$ cat config.mk
export PLATFORM = sky130hd
export DESIGN_NAME = key_entry_buffer_flat
export DESIGN_NICKNAME = d
export VERILOG_FILES = /design/src/rtl/key_entry_buffer_if.sv /design/src/rtl/key_entry_buffer.sv /design/src/flat_wrapper.sv
export SDC_FILE = /design/constraint.sdc
export NUM_CORES = 1
export LEC_CHECK = 0
export ABC_AREA = 1
export CORE_ASPECT_RATIO = 0.7
export CORE_UTILIZATION = 58
export CTS_BUF_LIST = sky130_fd_sc_hd__clkbuf_4 sky130_fd_sc_hd__clkbuf_8
export CTS_CLUSTER_DIAMETER = 80
export CTS_CLUSTER_SIZE = 40
export DETAILED_ROUTE_END_ITERATION = 6
export GPL_TIMING_DRIVEN = 1
export HOLD_SLACK_MARGIN = 0.15
export MAX_ROUTING_LAYER = met4
export PLACE_DENSITY = 0.83
export SLEW_MARGIN = 20
export SYNTH_ARGS = -nofsm -noshare
export SYNTH_HDL_FRONTEND = slang
export SYNTH_SLANG_ARGS = --single-unit
$ cat constraint.sdc
create_clock -name clk -period 4 [get_ports clk]
set_clock_uncertainty 0.1 [all_clocks]
set_input_delay 1.2 -clock clk [delete_from_list [all_inputs] [get_ports clk]]
set_output_delay 1.2 -clock clk [all_outputs]
set_load 0.05 [all_outputs]
$ cat src/rtl/key_entry_buffer_if.sv
// Key entry bus: key strobes in, digit display and operand valid/ready out.
// master = key source / operand consumer side, slave = key_entry_buffer.
interface key_entry_buffer_if #(
  parameter int unsigned MAX_DIGITS = 4,
  parameter int unsigned OUT_W      = 14
);
  logic                             key_valid;
  logic [3:0]                       key_code;
  logic                             key_enter;
  logic [4*MAX_DIGITS-1:0]          digits_bcd;
  logic [$clog2(MAX_DIGITS+1)-1:0]  digit_count;
  logic [3:0]                       op_code;
  logic [OUT_W-1:0]                 operand_out;
  logic                             operand_neg;
  logic                             operand_valid;
  logic                             operand_ready;
  logic                             busy;

  modport master (
    output key_valid, key_code, key_enter, operand_ready,
    input  digits_bcd, digit_count, op_code, operand_out, operand_neg, operand_valid, busy
  );

  modport slave (
    input  key_valid, key_code, key_enter, operand_ready,
    output digits_bcd, digit_count, op_code, operand_out, operand_neg, operand_valid, busy
  );
endinterface

$ cat src/rtl/key_entry_buffer.sv
// Key entry buffer: collects decoded digit keys into a right-aligned BCD store, tracks the last
// operator, and on enter converts the digits to a binary operand offered on valid/ready.
// Optional macro KEY_ENTRY_NEG_SIGN_EN: a leading '-' key sets a sign flag instead of an operator.
module key_entry_buffer #(
  parameter int unsigned MAX_DIGITS = 4,
  parameter int unsigned OUT_W      = 14
) (
  input logic              clk,
  input logic              rst_n,
  key_entry_buffer_if.slave bus
);
  localparam int unsigned CNT_W   = $clog2(MAX_DIGITS + 1);
  localparam int unsigned STORE_W = 4 * MAX_DIGITS;

  typedef enum logic [1:0] {StEntry, StConvert, StPresent} state_e;

  state_e             state_q;
  logic [STORE_W-1:0] store_q;
  logic [CNT_W-1:0]   count_q;
  logic [CNT_W-1:0]   conv_cnt_q;
  logic [OUT_W-1:0]   acc_q;
  logic [OUT_W-1:0]   operand_q;
  logic [3:0]         op_q;
  logic               neg_q;
  logic               valid_q;
  logic               busy_q;

  logic [3:0]         slot;
  logic [OUT_W+3:0]   acc_x10;
  logic [OUT_W-1:0]   acc_next;

  // Pick the slot for this convert step: step 0 reads the top slot, last step reads slot 0.
  always_comb begin
    slot = 4'h0;
    for (int unsigned i = 0; i < MAX_DIGITS; i++) begin
      if (CNT_W'(MAX_DIGITS - 1 - i) == conv_cnt_q) slot = store_q[4*i +: 4];
    end
  end

  // acc*10 + digit, shift-and-add in a widened word, then truncated.
  always_comb begin
    acc_x10  = ({4'b0, acc_q} << 3) + ({4'b0, acc_q} << 1);
    acc_next = acc_x10[OUT_W-1:0] + OUT_W'(slot);
  end

  // Display view: held digits shown, empty slots read F.
  always_comb begin
    bus.digits_bcd = '1;
    for (int unsigned i = 0; i < MAX_DIGITS; i++) begin
      if (CNT_W'(i) < count_q) bus.digits_bcd[4*i +: 4] = store_q[4*i +: 4];
    end
  end

  assign bus.digit_count   = count_q;
  assign bus.op_code       = op_q;
  assign bus.operand_out   = operand_q;
  assign bus.operand_neg   = neg_q;
  assign bus.operand_valid = valid_q;
  assign bus.busy          = busy_q;

  // Main FSM: key decode in entry, fixed-length conversion, then hold operand until accepted.
  always_ff @(posedge clk or negedge rst_n) begin
    if (!rst_n) begin
      state_q    <= StEntry;
      store_q    <= '0;
      count_q    <= '0;
      conv_cnt_q <= '0;
      acc_q      <= '0;
      operand_q  <= '0;
      op_q       <= 4'hF;
      neg_q      <= 1'b0;
      valid_q    <= 1'b0;
      busy_q     <= 1'b0;
    end else begin
      case (state_q)
        StEntry: begin
          if (bus.key_valid) begin
            if (bus.key_enter) begin
              state_q    <= StConvert;
              busy_q     <= 1'b1;
              acc_q      <= '0;
              conv_cnt_q <= '0;
            end else if (bus.key_code <= 4'h9) begin
              // A full buffer drops further digits.
              if (count_q != CNT_W'(MAX_DIGITS)) begin
                store_q <= {store_q[STORE_W-5:0], bus.key_code};
                count_q <= count_q + CNT_W'(1);
              end
            end else if (bus.key_code == 4'hE) begin
              if (count_q != '0) begin
                store_q <= {4'h0, store_q[STORE_W-1:4]};
                count_q <= count_q - CNT_W'(1);
              end
`ifdef KEY_ENTRY_NEG_SIGN_EN
              else if (neg_q) begin
                neg_q <= 1'b0;
              end
`endif
            end else if (bus.key_code == 4'hA) begin
`ifdef KEY_ENTRY_NEG_SIGN_EN
              if (count_q == '0 && !neg_q) neg_q <= 1'b1;
              else                         op_q  <= 4'hA;
`else
              op_q <= 4'hA;
`endif
            end else if (bus.key_code != 4'hF) begin
              op_q <= bus.key_code;
            end
          end
        end
        StConvert: begin
          if (conv_cnt_q != CNT_W'(MAX_DIGITS)) begin
            acc_q      <= acc_next;
            conv_cnt_q <= conv_cnt_q + CNT_W'(1);
          end else begin
            operand_q <= acc_q;
            valid_q   <= 1'b1;
            state_q   <= StPresent;
          end
        end
        StPresent: begin
          if (bus.operand_ready) begin
            valid_q <= 1'b0;
            busy_q  <= 1'b0;
            state_q <= StEntry;
            store_q <= '0;
            count_q <= '0;
            op_q    <= 4'hF;
            neg_q   <= 1'b0;
          end
        end
        default: state_q <= StEntry;
      endcase
    end
  end
endmodule

$ cat src/flat_wrapper.sv
// flat-port wrapper written by rule: the top's interface ports become plain ports
module key_entry_buffer_flat 
#(
  parameter int unsigned MAX_DIGITS = 4,
  parameter int unsigned OUT_W      = 14
)
  (clk, rst_n, bus_key_valid, bus_key_code, bus_key_enter, bus_operand_ready, bus_digits_bcd, bus_digit_count, bus_op_code, bus_operand_out, bus_operand_neg, bus_operand_valid, bus_busy);
  key_entry_buffer_if #(.MAX_DIGITS(MAX_DIGITS), .OUT_W(OUT_W)) bus_i ();
  input logic clk;
  input logic rst_n;
  input wire logic [$bits(bus_i.key_valid)-1:0] bus_key_valid;
  input wire logic [$bits(bus_i.key_code)-1:0] bus_key_code;
  input wire logic [$bits(bus_i.key_enter)-1:0] bus_key_enter;
  input wire logic [$bits(bus_i.operand_ready)-1:0] bus_operand_ready;
  output wire logic [$bits(bus_i.digits_bcd)-1:0] bus_digits_bcd;
  output wire logic [$bits(bus_i.digit_count)-1:0] bus_digit_count;
  output wire logic [$bits(bus_i.op_code)-1:0] bus_op_code;
  output wire logic [$bits(bus_i.operand_out)-1:0] bus_operand_out;
  output wire logic [$bits(bus_i.operand_neg)-1:0] bus_operand_neg;
  output wire logic [$bits(bus_i.operand_valid)-1:0] bus_operand_valid;
  output wire logic [$bits(bus_i.busy)-1:0] bus_busy;
  assign bus_i.key_valid = bus_key_valid;
  assign bus_i.key_code = bus_key_code;
  assign bus_i.key_enter = bus_key_enter;
  assign bus_i.operand_ready = bus_operand_ready;
  assign bus_digits_bcd = bus_i.digits_bcd;
  assign bus_digit_count = bus_i.digit_count;
  assign bus_op_code = bus_i.op_code;
  assign bus_operand_out = bus_i.operand_out;
  assign bus_operand_neg = bus_i.operand_neg;
  assign bus_operand_valid = bus_i.operand_valid;
  assign bus_busy = bus_i.busy;
  key_entry_buffer #(.MAX_DIGITS(MAX_DIGITS), .OUT_W(OUT_W)) u_core (.clk(clk), .rst_n(rst_n), .bus(bus_i));
endmodule
* Word-level counts from Yosys, hierarchy flattened
Index checks and enable logic that the tools add are counted.
** Operators by class
- Add/sub/neg operators :: 5
- $lt $le $gt $ge :: 5
- Eq/ne operators :: 22
- Mux-type cells :: 51
- Bitwise logic cells :: 1
- Reductions and logical operators :: 13
** Operator list (count)
- $mux 16 :: 7
- $mux 4 :: 15
- $mux 14 :: 3
- $pmux 16 s2 :: 1
- $mux 3 :: 10
- $pmux 14 s2 :: 1
- $add 14x14->14 :: 1
- $add 14x4->14 :: 1
- $ne 2x2->1 const B :: 7
- $reduce_and 7->1 :: 2
- $pmux 3 s2 :: 2
- $reduce_and 4->1 :: 3
- $ne 3x1->1 const B :: 3
- $ne 3x3->1 const B :: 3
- $eq 4x4->1 const B :: 2
- $mux 2 :: 4
- $pmux 4 s2 :: 1
- $add 3x1->3 const B :: 2
- $eq 2x3->1 const A :: 2
- $lt 1x3->1 const A :: 2
- $lt 2x3->1 const A :: 2
- $pmux 2 s3 :: 1
- $reduce_bool 2->1 :: 3
- $le 4x4->1 const B :: 1
- other kinds (14) :: 18
** Word-level totals
- Bits in registers :: 58
- Input bits :: 9
- Output and inout bits :: 40

* Longest topological paths before layout
- Depth in word-level cells :: 8
- Depth in mapped cells :: 19

* Least setup slack after synthesis
OpenSTA, ideal clock, no wires.
- Kind :: register to output
- From :: register u_core.count_q[2], in the netlist u_core.bus.digit_count[2]
- To :: output port bus_digits_bcd[10]
- Arrival time :: 1.530 ns
- Path slack :: 1.170 ns
- Cell stages (with the launch flop) :: 5
- Cells stage by stage :: dfrtp_1 > buf_2 > nor2_1 > nor2_1 > nand2_1
** On the way
- Word-level cells in the longest chain between the ends :: 2
** RTL lines
- start: declaration :: line key_entry_buffer.sv:19 : logic [CNT_W-1:0] count_q;
- start signal: assignment :: line key_entry_buffer.sv:87 : count_q <= count_q + CNT_W'(1);
- start signal: assignment :: line key_entry_buffer.sv:92 : count_q <= count_q - CNT_W'(1);
- $lt 2x3->1 :: line key_entry_buffer.sv:50 : if (CNT_W'(i) < count_q) bus.digits_bcd[4*i +: 4] = store_q[4*i +: 4];
- $mux 4 :: line key_entry_buffer.sv:50
- end: declaration :: line flat_wrapper.sv:15 : output wire logic [$bits(bus_i.digits_bcd)-1:0] bus_digits_bcd;
Every way passes these cells.

* Final worst setup path
- From :: register u_core.count_q[2], in the netlist u_core.bus.digit_count[2]
- To :: output port bus_digits_bcd[3]
** On the way
- Word-level cells in the longest chain between the ends :: 2
** RTL lines (line)
- $lt 1x3->1 :: key_entry_buffer.sv:50
- $mux 4 :: key_entry_buffer.sv:50
Every way passes these cells.

==> qor.txt <==
status -> finished, final reports clean
DRT iter0 DRCs -> 346
total global routing overflow -> 0
critical path data arrival time -> 2230 ps
final wirelength -> 9330 um
clock-pin slew on the worst setup and hold paths -> 70 ps
I/O pins -> 49
Tcrit/Tclk final -> 88.3%
Critical Path End Type -> output pin
Gate Count Post-Synth -> 512
Max Slew Vio Count -> 0
Layout area overhead -> 17.7%
Largest delay share family, worst path -> buffers and inverters
CTS tree -> built
IO Port Bufs -> 47
CTS Sinks -> 58
vias in the first global route -> 3249
area leader, netlist -> dfrtp_1
via count -> 3596
HPWL after DPL -> 6760 um
Commonest cells post-synth -> 169 x nand2_1, 69 x inv_1, 54 x dfrtp_1
Hold Path Depth -> 2
RSZ-0062 raised after global routing -> false
Root Buffer -> clkbuf_8
Hold Crit Class -> register to register
post-synthesis register bit count -> 58
CP cell instances -> nor2_1 > nand2_1 > nand2_1 > clkdlybuf4s50_1
CP Depth -> 4
Die X -> 98.9 um
final hold viol count -> 0
Crit path buffers/inverters -> 1
initial antenna violation count -> 0
Syn Area/Cell -> 7.45 um^2
Num CTS Buffers -> 9
TNS Setup -> 0 ps
worst skew pair latency -> 350 ps
Ys Warns -> 0
syn nets -> 553
cts hold-fix bufs -> 0
average wire per standard cell -> 14.6 um
Seq/Total Area, Yosys -> 38.2%
CP Max Fanout -> 12
crit path kind -> register to output pin
# rows -> 24
Core Area -> 6280 um^2
Starting Density -> 60.8%
mapped cell area -> 3810 um^2
fin nets -> 598
Remaining DRCs -> 0
die height -> 69.8 um
most frequent cell after synthesis -> nand2_1
first-pass GRT wire length -> 15600 um
peak per-stage delay on the critical path -> 800 ps
placer congestion estimate -> 0.904
cell repeated most along the worst path -> nand2_1
CP required -> 2700 ps
Tot GR Track Use -> 29.9%
number of routed nets with antenna violations -> 0
Max-slew headroom -> 51.3%
layout cells sized above 1 -> 7.47%
max-cap violation count -> 0
Via density -> 5.62
Post-synth EDFFs -> 0
Worst-Margin Slew -> 730 ps
Yosys cell types -> 33
Post-CTS Setup Repair Bufs -> 0
Reg2Reg Depth -> 18
Final setup viols -> 0
clk buf depth -> 2
largest net degree at the start of global routing -> 59
CTS H-tree lvls -> 3
die area -> 6910 um^2
Synth area leaders -> dfrtp_1 35%, nand2_1 17%, ha_1 9.8%
top-area cell type share of the netlist area -> 35.4%
top_reg_cell synth -> dfrtp_1
Tmin final -> 3530 ps
async set or reset register ratio after synthesis -> 100%
drt pass-1 iters -> 5
Critical Path Start Type -> register
Max Clk Rate -> 283 MHz
cts repair resizes -> 0
ANT cells -> 0
critical path's slowest cell -> clkdlybuf4s50_1
worst register-to-register path, stage by stage, from the launching register on:
cell and delay, ps:
dfrtp_1 400, inv_1 140, ha_1 170, nand2_1 100, inv_1 130, nand2_1 70
a21oi_1 210, o22ai_1 120, fa_1 520, inv_1 70, fa_1 410, inv_1 120
nand3_1 80, nand3_1 150, nand2_1 80, nand2_1 100, nand2_1 50, nand2_1 50
o21ai_0 80
registers in the layout (all words and copies together) (netlist names):
name,cells
u_core.bus.operand_out,14
u_core.store_q,16
u_core.conv_cnt_q,3
u_core.bus.op_code,4
u_core.bus.busy,1
u_core.acc_q,14
u_core.state_q,2
u_core.bus.operand_valid,1
u_core.bus.digit_count,3
logic make-up (layout without fill, tap and decap cells):
group / Yosys count / after routing / share of synthesized area, %
other cells: 1 / 1 / 0.0983
xor+xnor: 5 / 5 / 1.15
mux: 3 / 3 / 0.886
buf+inv: 89 / 139 / 10.1
flops: 58 / 58 / 38.2
fa+ha+maj: 32 / 32 / 10.9
compound gates: 63 / 63 / 9.02
simple gates: 261 / 261 / 29.7
cell usage in the layout, fill, tap and decap left out, types with 4 or more instances in the layout:
master,synthesis,final
clkbuf_8,0,10
inv_1,69,69
nor2_1,30,30
clkdlybuf4s50_1,0,46
dfstp_2,4,4
o22ai_1,9,9
nand3_1,27,27
inv_2,4,4
xnor2_1,4,4
ha_1,30,30
nand2_1,169,169
dfrtp_1,54,54
o21ai_0,38,38
nand4_1,23,23
a21oi_1,9,9
path summary, 6_finish.rpt:
path                                                  startpoint                                     end  slack, ps
max                        u_core.bus.digit_count[2]$_DFFE_PN0P_                       bus_digits_bcd[3]        470
min                            u_core.bus.op_code[1]$_DFFE_PN1P_       u_core.bus.op_code[1]$_DFFE_PN1P_        360
max reg2reg                     u_core.conv_cnt_q[0]$_DFFE_PN0P_            u_core.acc_q[10]$_DFFE_PN0P_        720
min reg2reg                    u_core.bus.op_code[1]$_DFFE_PN1P_       u_core.bus.op_code[1]$_DFFE_PN1P_        360
max in group asynchronous                                  rst_n   u_core.bus.operand_out[3]$_DFFE_PN0P_       2410
min in group asynchronous                                  rst_n  u_core.bus.operand_out[12]$_DFFE_PN0P_        880
layer usage:
metal | GRT usage (%) | vias up | routed length (um)
met1 | 43.1 | 1659 | 4390
met3 | 7.16 | 20 | 846
li1 | - | 1742 | -
met2 | 41.3 | 175 | 3950
met5 | - | - | 0
met4 | 8.96 | 0 | 146
cell type report:
class | count | area (um^2)
clock buffer | 11 | 145
clock inverter | 5 | 55.1
fill | 504 | 1790
inverter | 73 | 274
multi-input combinational | 365 | 1970
sequential | 58 | 1460
tap | 78 | 97.6
timing repair buffer | 50 | 488
stage by stage:
step	cell area [um^2]	setup WS [ps]	hold slack, ps	utilization [%]	cells
detailed placement	4290	553	357	68.3	624
floorplan	3810	1170	342	-	512
global placement	4290	686	343	68.3	624
CTS	4490	471	368	71.5	640
global route	4490	318	385	71.5	640
finish	4490	468	365	71.5	640
Power is not shown: default switching activity piles up to over one toggle a cycle in this logic, so the estimate is an artifact.
